**config.mk**
```make
export PLATFORM = sky130hd
export DESIGN_NAME = trap_unit
export DESIGN_NICKNAME = d
export VERILOG_FILES = /design/src/rtl/riscv_pkg.sv /design/src/rtl/trap_unit.sv
export SDC_FILE = /design/constraint.sdc
export NUM_CORES = 1
export LEC_CHECK = 0
export ABC_CLOCK_PERIOD_IN_PS = 3900
export CORE_MARGIN = 2
export CORE_UTILIZATION = 35
export CTS_CLUSTER_DIAMETER = 50
export CTS_CLUSTER_SIZE = 28
export DETAILED_ROUTE_END_ITERATION = 10
export RECOVER_POWER = 50
export SETUP_SLACK_MARGIN = 0.02
export SLEW_MARGIN = 40
export SYNTH_ARGS = -nofsm -noshare
export SYNTH_HDL_FRONTEND = slang
export SYNTH_SLANG_ARGS = --single-unit
```
**constraint.sdc**
```tcl
create_clock -name clk -period 3.9 [get_ports clk]
set_clock_uncertainty 0.2 [all_clocks]
set_input_delay 0.585 -clock clk [delete_from_list [all_inputs] [get_ports clk]]
set_output_delay 0.585 -clock clk [all_outputs]
set_load 0.02 [all_outputs]
```
**src/rtl/riscv_pkg.sv**
```systemverilog
// ============================================================================
// Module      : riscv_pkg
// Description : Shared trap-cause type and synchronous-exception priority encoder.
// Revision    : 1.0 - initial release
// ============================================================================
`default_nettype none

package riscv_pkg;

  typedef logic [19:0] trap_cause_t;

  // Returns the highest-priority raised code. Later tests override earlier ones,
  // so the chain reads from lowest to highest priority.
  function automatic logic [4:0] transform_cause(input trap_cause_t cause);
    logic [4:0] code;
    code = 5'd0;
    if (cause[5])  code = 5'd5;
    if (cause[7])  code = 5'd7;
    if (cause[13]) code = 5'd13;
    if (cause[15]) code = 5'd15;
    if (cause[4])  code = 5'd4;
    if (cause[6])  code = 5'd6;
    if (cause[11]) code = 5'd11;
    if (cause[9])  code = 5'd9;
    if (cause[8])  code = 5'd8;
    if (cause[0])  code = 5'd0;
    if (cause[2])  code = 5'd2;
    if (cause[1])  code = 5'd1;
    if (cause[12]) code = 5'd12;
    if (cause[3])  code = 5'd3;
    return code;
  endfunction

endpackage

`default_nettype wire

```
**src/rtl/trap_unit.sv**
```systemverilog
// ============================================================================
// Module      : trap_unit
// Description : M-mode trap controller: trap/mret entry, fetch redirect, trap CSRs.
// Revision    : 1.0 - initial release
// ============================================================================
`default_nettype none

module trap_unit
  import riscv_pkg::*;
#(
  parameter int XLEN = 32
) (
  input  logic              clk,
  input  logic              rst_n,
  input  logic              cmt_valid,
  output logic              cmt_ready,
  input  logic [XLEN-1:0]   cmt_pc,
  input  trap_cause_t       cmt_cause,
  input  logic [XLEN-1:0]   cmt_tval,
  input  logic              cmt_mret,
  input  logic              irq_msi,
  input  logic              irq_mti,
  input  logic              irq_mei,
  input  logic              csr_we,
  input  logic [11:0]       csr_addr,
  input  logic [XLEN-1:0]   csr_wdata,
  output logic [XLEN-1:0]   csr_rdata,
  output logic              flush,
  output logic              redirect_valid,
  input  logic              redirect_ready,
  output logic [XLEN-1:0]   redirect_pc,
  output logic [1:0]        priv
);

  localparam logic [11:0] CSR_MSTATUS = 12'h300;
  localparam logic [11:0] CSR_MIE     = 12'h304;
  localparam logic [11:0] CSR_MTVEC   = 12'h305;
  localparam logic [11:0] CSR_MEPC    = 12'h341;
  localparam logic [11:0] CSR_MCAUSE  = 12'h342;
  localparam logic [11:0] CSR_MTVAL   = 12'h343;
  localparam logic [11:0] CSR_MIP     = 12'h344;

  localparam logic [1:0] PRIV_M = 2'b11;
  localparam logic [1:0] PRIV_U = 2'b00;

  typedef enum logic [0:0] {
    ST_IDLE  = 1'b0,
    ST_REDIR = 1'b1
  } state_e;

  state_e            state_q;
  logic              st_mie_q;
  logic              st_mpie_q;
  logic [1:0]        st_mpp_q;
  logic [2:0]        mie_q;        // {MEIE, MTIE, MSIE}
  logic [XLEN-1:0]   mtvec_q;
  logic [XLEN-1:0]   mepc_q;
  logic [XLEN-1:0]   mcause_q;
  logic [XLEN-1:0]   mtval_q;
  logic [1:0]        priv_q;
  logic              flush_q;
  logic              redir_valid_q;
  logic [XLEN-1:0]   redir_pc_q;

  logic [XLEN-1:0]   mie_val;
  logic [XLEN-1:0]   mip_val;
  logic [XLEN-1:0]   mstatus_val;
  logic [XLEN-1:0]   irq_pend;
  logic [XLEN-1:0]   mtvec_base;
  logic [XLEN-1:0]   trap_pc;
  logic [4:0]        int_code;
  logic [4:0]        trap_code;
  logic              accept;
  logic              int_en;
  logic              take_int;
  logic              take_exc;
  logic              take_trap;
  logic              take_mret;
  logic              csr_wr;

  always_comb begin
    mie_val      = '0;
    mie_val[3]   = mie_q[0];
    mie_val[7]   = mie_q[1];
    mie_val[11]  = mie_q[2];
    mip_val      = '0;
    mip_val[3]   = irq_msi;
    mip_val[7]   = irq_mti;
    mip_val[11]  = irq_mei;
    mstatus_val        = '0;
    mstatus_val[3]     = st_mie_q;
    mstatus_val[7]     = st_mpie_q;
    mstatus_val[12:11] = st_mpp_q;
  end

  assign irq_pend  = mie_val & mip_val;
  assign accept    = (state_q == ST_IDLE) && cmt_valid;
  assign int_en    = (priv_q == PRIV_U) || st_mie_q;
  assign take_int  = accept && (|irq_pend) && int_en;
  assign take_exc  = accept && !take_int && (|cmt_cause);
  assign take_trap = take_int || take_exc;
  assign take_mret = accept && !take_trap && cmt_mret;
  // A write colliding with trap/mret entry would race the hardware update; drop it.
  assign csr_wr    = csr_we && !(take_trap || take_mret);

  assign int_code   = irq_pend[11] ? 5'd11 : (irq_pend[3] ? 5'd3 : 5'd7);
  assign trap_code  = take_int ? int_code : transform_cause(cmt_cause);
  assign mtvec_base = {mtvec_q[XLEN-1:2], 2'b00};
  assign trap_pc    = (take_int && (mtvec_q[1:0] == 2'b01))
                    ? mtvec_base + {{(XLEN-7){1'b0}}, trap_code, 2'b00}
                    : mtvec_base;

  always_comb begin
    csr_rdata = '0;
    case (csr_addr)
      CSR_MSTATUS: csr_rdata = mstatus_val;
      CSR_MIE:     csr_rdata = mie_val;
      CSR_MTVEC:   csr_rdata = mtvec_q;
      CSR_MEPC:    csr_rdata = mepc_q;
      CSR_MCAUSE:  csr_rdata = mcause_q;
      CSR_MTVAL:   csr_rdata = mtval_q;
      CSR_MIP:     csr_rdata = mip_val;
      default:     csr_rdata = '0;
    endcase
  end

  always_ff @(posedge clk or negedge rst_n) begin
    if (!rst_n) begin
      state_q       <= ST_IDLE;
      st_mie_q      <= 1'b0;
      st_mpie_q     <= 1'b0;
      st_mpp_q      <= PRIV_M;
      mie_q         <= '0;
      mtvec_q       <= '0;
      mepc_q        <= '0;
      mcause_q      <= '0;
      mtval_q       <= '0;
      priv_q        <= PRIV_M;
      flush_q       <= 1'b0;
      redir_valid_q <= 1'b0;
      redir_pc_q    <= '0;
    end else begin
      case (state_q)
        ST_IDLE: begin
          if (take_trap || take_mret) begin
            state_q       <= ST_REDIR;
            flush_q       <= 1'b1;
            redir_valid_q <= 1'b1;
            redir_pc_q    <= take_trap ? trap_pc : mepc_q;
          end
        end
        ST_REDIR: begin
          if (redirect_ready) begin
            state_q       <= ST_IDLE;
            flush_q       <= 1'b0;
            redir_valid_q <= 1'b0;
          end
        end
        default: state_q <= ST_IDLE;
      endcase

      if (take_trap) begin
        mepc_q    <= cmt_pc;
        mcause_q  <= {take_int, {(XLEN-6){1'b0}}, trap_code};
        mtval_q   <= take_int ? '0 : cmt_tval;
        st_mpie_q <= st_mie_q;
        st_mie_q  <= 1'b0;
        st_mpp_q  <= priv_q;
        priv_q    <= PRIV_M;
      end else if (take_mret) begin
        priv_q    <= st_mpp_q;
        st_mie_q  <= st_mpie_q;
        st_mpie_q <= 1'b1;
        st_mpp_q  <= PRIV_U;
      end else if (csr_wr) begin
        case (csr_addr)
          CSR_MSTATUS: begin
            st_mie_q  <= csr_wdata[3];
            st_mpie_q <= csr_wdata[7];
            // Only M and U exist; reserved MPP encodings leave the field alone.
            if ((csr_wdata[12:11] == PRIV_M) || (csr_wdata[12:11] == PRIV_U))
              st_mpp_q <= csr_wdata[12:11];
          end
          CSR_MIE:    mie_q   <= {csr_wdata[11], csr_wdata[7], csr_wdata[3]};
          CSR_MTVEC:  mtvec_q <= {csr_wdata[XLEN-1:2], csr_wdata[1] ? 2'b00 : csr_wdata[1:0]};
          CSR_MEPC:   mepc_q  <= {csr_wdata[XLEN-1:2], 2'b00};
          CSR_MCAUSE: mcause_q <= csr_wdata;
          CSR_MTVAL:  mtval_q  <= csr_wdata;
          default: ;
        endcase
      end
    end
  end

  assign cmt_ready      = (state_q == ST_IDLE);
  assign flush          = flush_q;
  assign redirect_valid = redir_valid_q;
  assign redirect_pc    = redir_pc_q;
  assign priv           = priv_q;

endmodule

`default_nettype wire

```
# Word level (Yosys, flattened, before mapping)
# Index checks and enable logic that the tools add are counted.
# word_totals
register_bits	171
input_bits	137
output_inout_bits	69
elab_cells	121
# op_classes
n_addsub	1
eq_ne	12
mux	55
n_bitwise	4
n_reduce_logical	37
# ops
operator	n
$mux 32	15
$pmux 32 s7	1
$eq 12x10->1 const B	7
$mux 5	14
$add 32x7->32	1
$reduce_or 32->1	1
$reduce_or 20->1	1
$mux 2	7
$mux 1	13
$and 12x12->12	1
$reduce_and 3->1	4
$reduce_bool 2->1	5
$logic_and 1x1->1	9
$reduce_bool 3->1	3
$reduce_and 4->1	2
$mux 3	2
$reduce_and 2->1	3
$logic_not 2->1	2
$logic_or 1x1->1	4
$mux 4	1
$ne 2x2->1 const B	2
$pmux 1 s2	2
$logic_not 1->1	3
$not 1->1	3
other kinds (3)	3

# Depth between registers and ports, before layout
# Gate-level depths: netlist of run 1.
# logic_depth
word_depth	18
mapped_depth	14

# Worst setup path after synthesis of run 1
# No wires, ideal clock.
# synth_path
path_type	input to register
start	input port irq_mei
end	register redir_pc_q[27] (netlist: redirect_pc[27])
setup_time_ps	86
t_arrival_ps	3532
required_time_ps	3614
setup_slack_ps	83
cell_stages	14
n_path_buf	3
cell_sequence	a222oi_1 > or3_1 > clkbuf_1 > nand2b_1 > a311oi_1 > inv_1 > ha_1 > a21oi_1 > o22a_1 > or3_1 > clkbuf_1 > clkbuf_1 > o41a_1 > a32oi_1
# synth_between
elab_chain_len	13
elab_cells_between_ends	19
cone_classes	1 x add/sub; 4 x mux; 1 x bitwise; 13 x reduce/logical
# synth_lines
item	line_no	text
from (decl)	trap_unit.sv:23	input logic irq_mei,
$and 12x12->12 *	trap_unit.sv:96	assign irq_pend = mie_val & mip_val;
parallel branches: the longest is 12 deep, another holds $add 32x7->32	-	
to (signal assigned)	trap_unit.sv:149	redir_pc_q <= take_trap ? trap_pc : mepc_q;
to (decl)	trap_unit.sv:63	logic [XLEN-1:0] redir_pc_q;
# Every way passes the cells marked *.
# A chain may end at the register's enable or synchronous reset.

# Final worst setup path of run 1
# layout_path
start	input port csr_addr[11]
end	output port csr_rdata[2]
# layout_between
elab_chain_len	2
elab_cells_between_ends	8
cone_classes	7 x eq/ne; 1 x mux
# layout_lines
item	line_no	text
from (decl)	trap_unit.sv:25	input logic [11:0] csr_addr,
$eq 12x10->1	trap_unit.sv:115	case (csr_addr)
$pmux 32 s7 *	trap_unit.sv:115	
to (decl)	trap_unit.sv:27	output logic [XLEN-1:0] csr_rdata,
# Mark *: on every way between the ends. The rest lies on a longest branch, timed or not.

==> results.md, run 1 <==
- Status: finished, violations left
- Failing checks: capacitance limit, slew limit
- Final hold vios: 0
- Nets: 1,388
- CTS max path bufs: 2
- Global-route wire length before repair: 49.7 mm
- Final worst path period need: 3.79 ns
- Die height: 168 um
- Routed WL per cell: 20.0 um
- Residual DRC: 0
- Tot GR Track Use: 22.6%
- Synth Area in Adders: 0.743%
- Netlist cell types: 61
- Number of H-tree levels: 4
- GRT met2 Usage: 37.5%
- Via density: 5.48
- Total grt overflow: 0
- Detail Placement HPWL: 22.1 mm
- Place WS: -0.487 ns
- Max-cap viol count: 1
- Largest net degree at the start of global routing: 100
- Routed WL: 32.0 mm
- Clock Sink Count: 170
- Number of global-route vias before repair: 8,555
- Leakage power: 5.91 nW
- Largest family of logic cells by synthesized area: simple AND/OR/NAND/NOR gates
- Syn. warnings: 0
- Slew Viols, Final: 51
- Most frequent cell after synthesis: nand2_1
- Maximum vdd ir drop: 0.291 mV
- GR Layer Usage met3: 3.41%
- # setup viols final: 0
- Rows: 60
- Comb pwr share: 34.4%
- Gate count of the mapped netlist: 1,010
- Share of layout cells above drive strength 1: 15.0%
- DIE WIDTH: 168 um
- Type of origin of the critical path: input port
- Hold WC Path Type: register to register
- Synth Area in Simple Gates: 17.7%
- Clk pwr share: 25.3%
- Post-synth ARST share: 100%
- Fmax: 0.264 GHz
- # diodes: 0
- Number of flops mapped to enable cells by yosys: 0
- Full die area: 28,300 sq um
- # IOs: 206
- Post-route antenna net violation count: 0
- PwrDens: 508 nW/um^2
- CTS tree: built
- Post-Synth XOR/XNOR Area: 1.02%
- Most used DFF post-synth: dfrtp_1
- IO buf count: 205
- Synth Area per Inst: 9.33 sq um
- Iteration-0 DRC Markers: 752
- Core Box Area: 26,700 sq um
- Final WS setup: 0.109 ns
- Clk slew on worst S/H paths: 0.07 ns
- Worst skew pair latency: 0.43 ns
- Period utilisation layout: 97.2%
- Pint: 4.16 mW
- Vias: 8,767
- Switching power total: 2.47 mW
- Synth top area cells: dfrtp_1 44%, mux2i_1 11%, nand2_1 8.0%
- RSZ-0062 raised after global routing: false
- Crit. End Element: primary output
- Sw frac: 37.2%
- Gr busiest metal: met2
- Mapped Area: 9430 sq um
- Initial antenna violation count: 0
- Total CTS buffers: 17
- Area fraction of the dominant cell type after synthesis: 44.1%
- Fillers: 2,543
- Mux cell area share after synthesis: 16.0%
- CTS Root Cell: clkbuf_16
- Layout area overhead: 38.6%
- Top cells by count, synth: 200 x nand2_1, 166 x dfrtp_1, 105 x mux2i_1
- Leading area contributor after synthesis: dfrtp_1
- Critical path peak fanout: 19
- Worst slew pin tran: 2.38 ns
- Compound-Gate Fraction of Synth Area: 15.6%
- Flop pwr share: 40.4%
- Initial Util: 35.3%
- Crit path DAT: 3.01 ns
- Crit path kind: input port to primary output
- First-pass iteration count of the detailed router: 5
- Worst slew margin: -58.9%
- Seq/Total Area, Yosys: 45.2%
- Worst Path Required: 3.12 ns
- #FFs+latches synth: 170
- Placed insts: 1,557
- Routability Congestion: 0.853
- FF-to-FF setup slack: 0.15 ns
- Post-synthesis net count: 1,152
- Non-filler instance count after layout: 1,600
- GR Layer Usage met1: 31.1%
[sequential cells by signal (all words and copies together) (netlist names)]
register        flops
mcause_q           32
mepc_q             32
mie_q               3
mtval_q            32
mtvec_q            31
priv                2
redirect_pc        32
redirect_valid      1
st_mie_q            1
st_mpie_q           1
st_mpp_q            2
state_q             1
[through the flow]
step	TNS (ns)	instance area (sq um)	power, mW	util [%]	hold slack (ns)
finish	0	13100	6.63	48.9	0.288
global route	0	13100	7.03	48.9	0.299
CTS	0	12900	6.75	48.4	0.293
detailed placement	-5.88	12300	5.06	46.2	0.275
global placement	-5.16	12300	5.01	46.2	0.272
floorplan	0	9430	3.91	-	0.0894
[worst max-delay path, stage by stage]
cell and delay [ns]:
clkdlybuf4s50_1 0.40, or4b_4 0.55, or3_4 0.45, buf_12 0.18, nor2_1 0.10, a221o_1 0.13, clkdlybuf4s50_1 0.60
[cell usage in the layout (no fill, tap or decap), drive strengths merged, types with 5 or more instances in the layout]
master | Yosys | layout
dlygate4sd2 | 0 | 28
dfrtp | 166 | 166
dlygate4sd3 | 0 | 35
clkbuf | 56 | 18
nand3 | 17 | 17
a31oi | 17 | 17
xor2 | 5 | 5
o21ai | 45 | 45
a221o | 6 | 6
o2bb2ai | 32 | 32
mux2 | 40 | 40
or3 | 14 | 14
nor4 | 6 | 6
mux2i | 105 | 105
a22o | 7 | 7
buf | 19 | 87
or4 | 7 | 7
xnor2 | 6 | 6
and3 | 28 | 28
nor2 | 46 | 46
a21oi | 74 | 74
nand2 | 200 | 200
clkinv | 0 | 6
inv | 15 | 22
o211ai | 9 | 9
a211oi | 6 | 6
nand4 | 12 | 12
clkdlybuf4s50 | 0 | 134
o31ai | 9 | 9
dlymetal6s2s | 0 | 7
nor3 | 12 | 12
[final cells by class]
cell class	count	area (sq um)	area share (%)
clock buffers	17	425	3.26
clock inverters	15	155	1.19
well taps	341	427	3.27
flip-flops and latches	170	4260	32.6
multi-input cells	750	4930	37.7
inverters	15	56.3	0.431
repair buffers	292	2820	21.5
[path summary, 6_finish.rpt]
| path | depth (start not counted) | end | startpoint |
|---|---|---|---|
| max | 7 | csr_rdata[2] | csr_addr[11] |
| min | 1 | mtval_q[11] | mtval_q[11] |
| max reg2reg | 14 | redirect_pc[28] | mie_q[0] |
| min reg2reg | 1 | mtval_q[11] | mtval_q[11] |
| max in group asynchronous | 3 | mepc_q[13] | rst_n |
| min in group asynchronous | 2 | st_mpie_q | rst_n |
[power groups by stage]
stage	logic, mW	clock network (mW)	registers (mW)
after floorplan	1.16	0	2.75
after global placement	2.30	0	2.71
after detailed placement	2.35	0	2.71
after CTS	2.35	1.71	2.69
after global routing	2.50	1.79	2.74
final	2.28	1.68	2.68
[kinds of logic after synthesis]
family	count (synthesis)
buffers and inverters	90
adder cells (fa/ha/maj)	5
XOR/XNOR	11
AO/OA/AOI/OAI	226
AND/OR/NAND/NOR	363
multiplexers	145
flip-flops	170
[layer usage]
layer / up-vias / routed length [um]
li1: 4094 / -
met1: 4339 / 14200
met2: 298 / 15400
met3: 36 / 1800
met4: 0 / 504
met5: - / 0
[repair_timing]
action / CTS / global route
pin swaps: 1 / 12
endpoints found under the setup margin: 31 / 19
resized for setup: 32 / 24
endpoints found under the hold margin: 43 / 0
setup buffers: 2 / 8
hold buffers: 1 / 0
No activity file was read; power rests on OpenSTA's default activity.
==> run 2, diff against run 1 <==
--- a/config.mk
+++ b/config.mk
@@ -13,7 +13,7 @@
 export DETAILED_ROUTE_END_ITERATION = 10
 export RECOVER_POWER = 50
 export SETUP_SLACK_MARGIN = 0.02
-export SLEW_MARGIN = 40
+export SLEW_MARGIN = 20
 export SYNTH_ARGS = -nofsm -noshare
 export SYNTH_HDL_FRONTEND = slang
 export SYNTH_SLANG_ARGS = --single-unit
==> results of run 2 <==
Final layout, timing and power as in run 1 (identical DEF).
==> run 3, diff against run 2 <==
--- a/config.mk
+++ b/config.mk
@@ -13,7 +13,6 @@
 export DETAILED_ROUTE_END_ITERATION = 10
 export RECOVER_POWER = 50
 export SETUP_SLACK_MARGIN = 0.02
-export SLEW_MARGIN = 20
 export SYNTH_ARGS = -nofsm -noshare
 export SYNTH_HDL_FRONTEND = slang
 export SYNTH_SLANG_ARGS = --single-unit
==> results of run 3 <==
Final layout, timing and power as in run 1 (identical DEF).
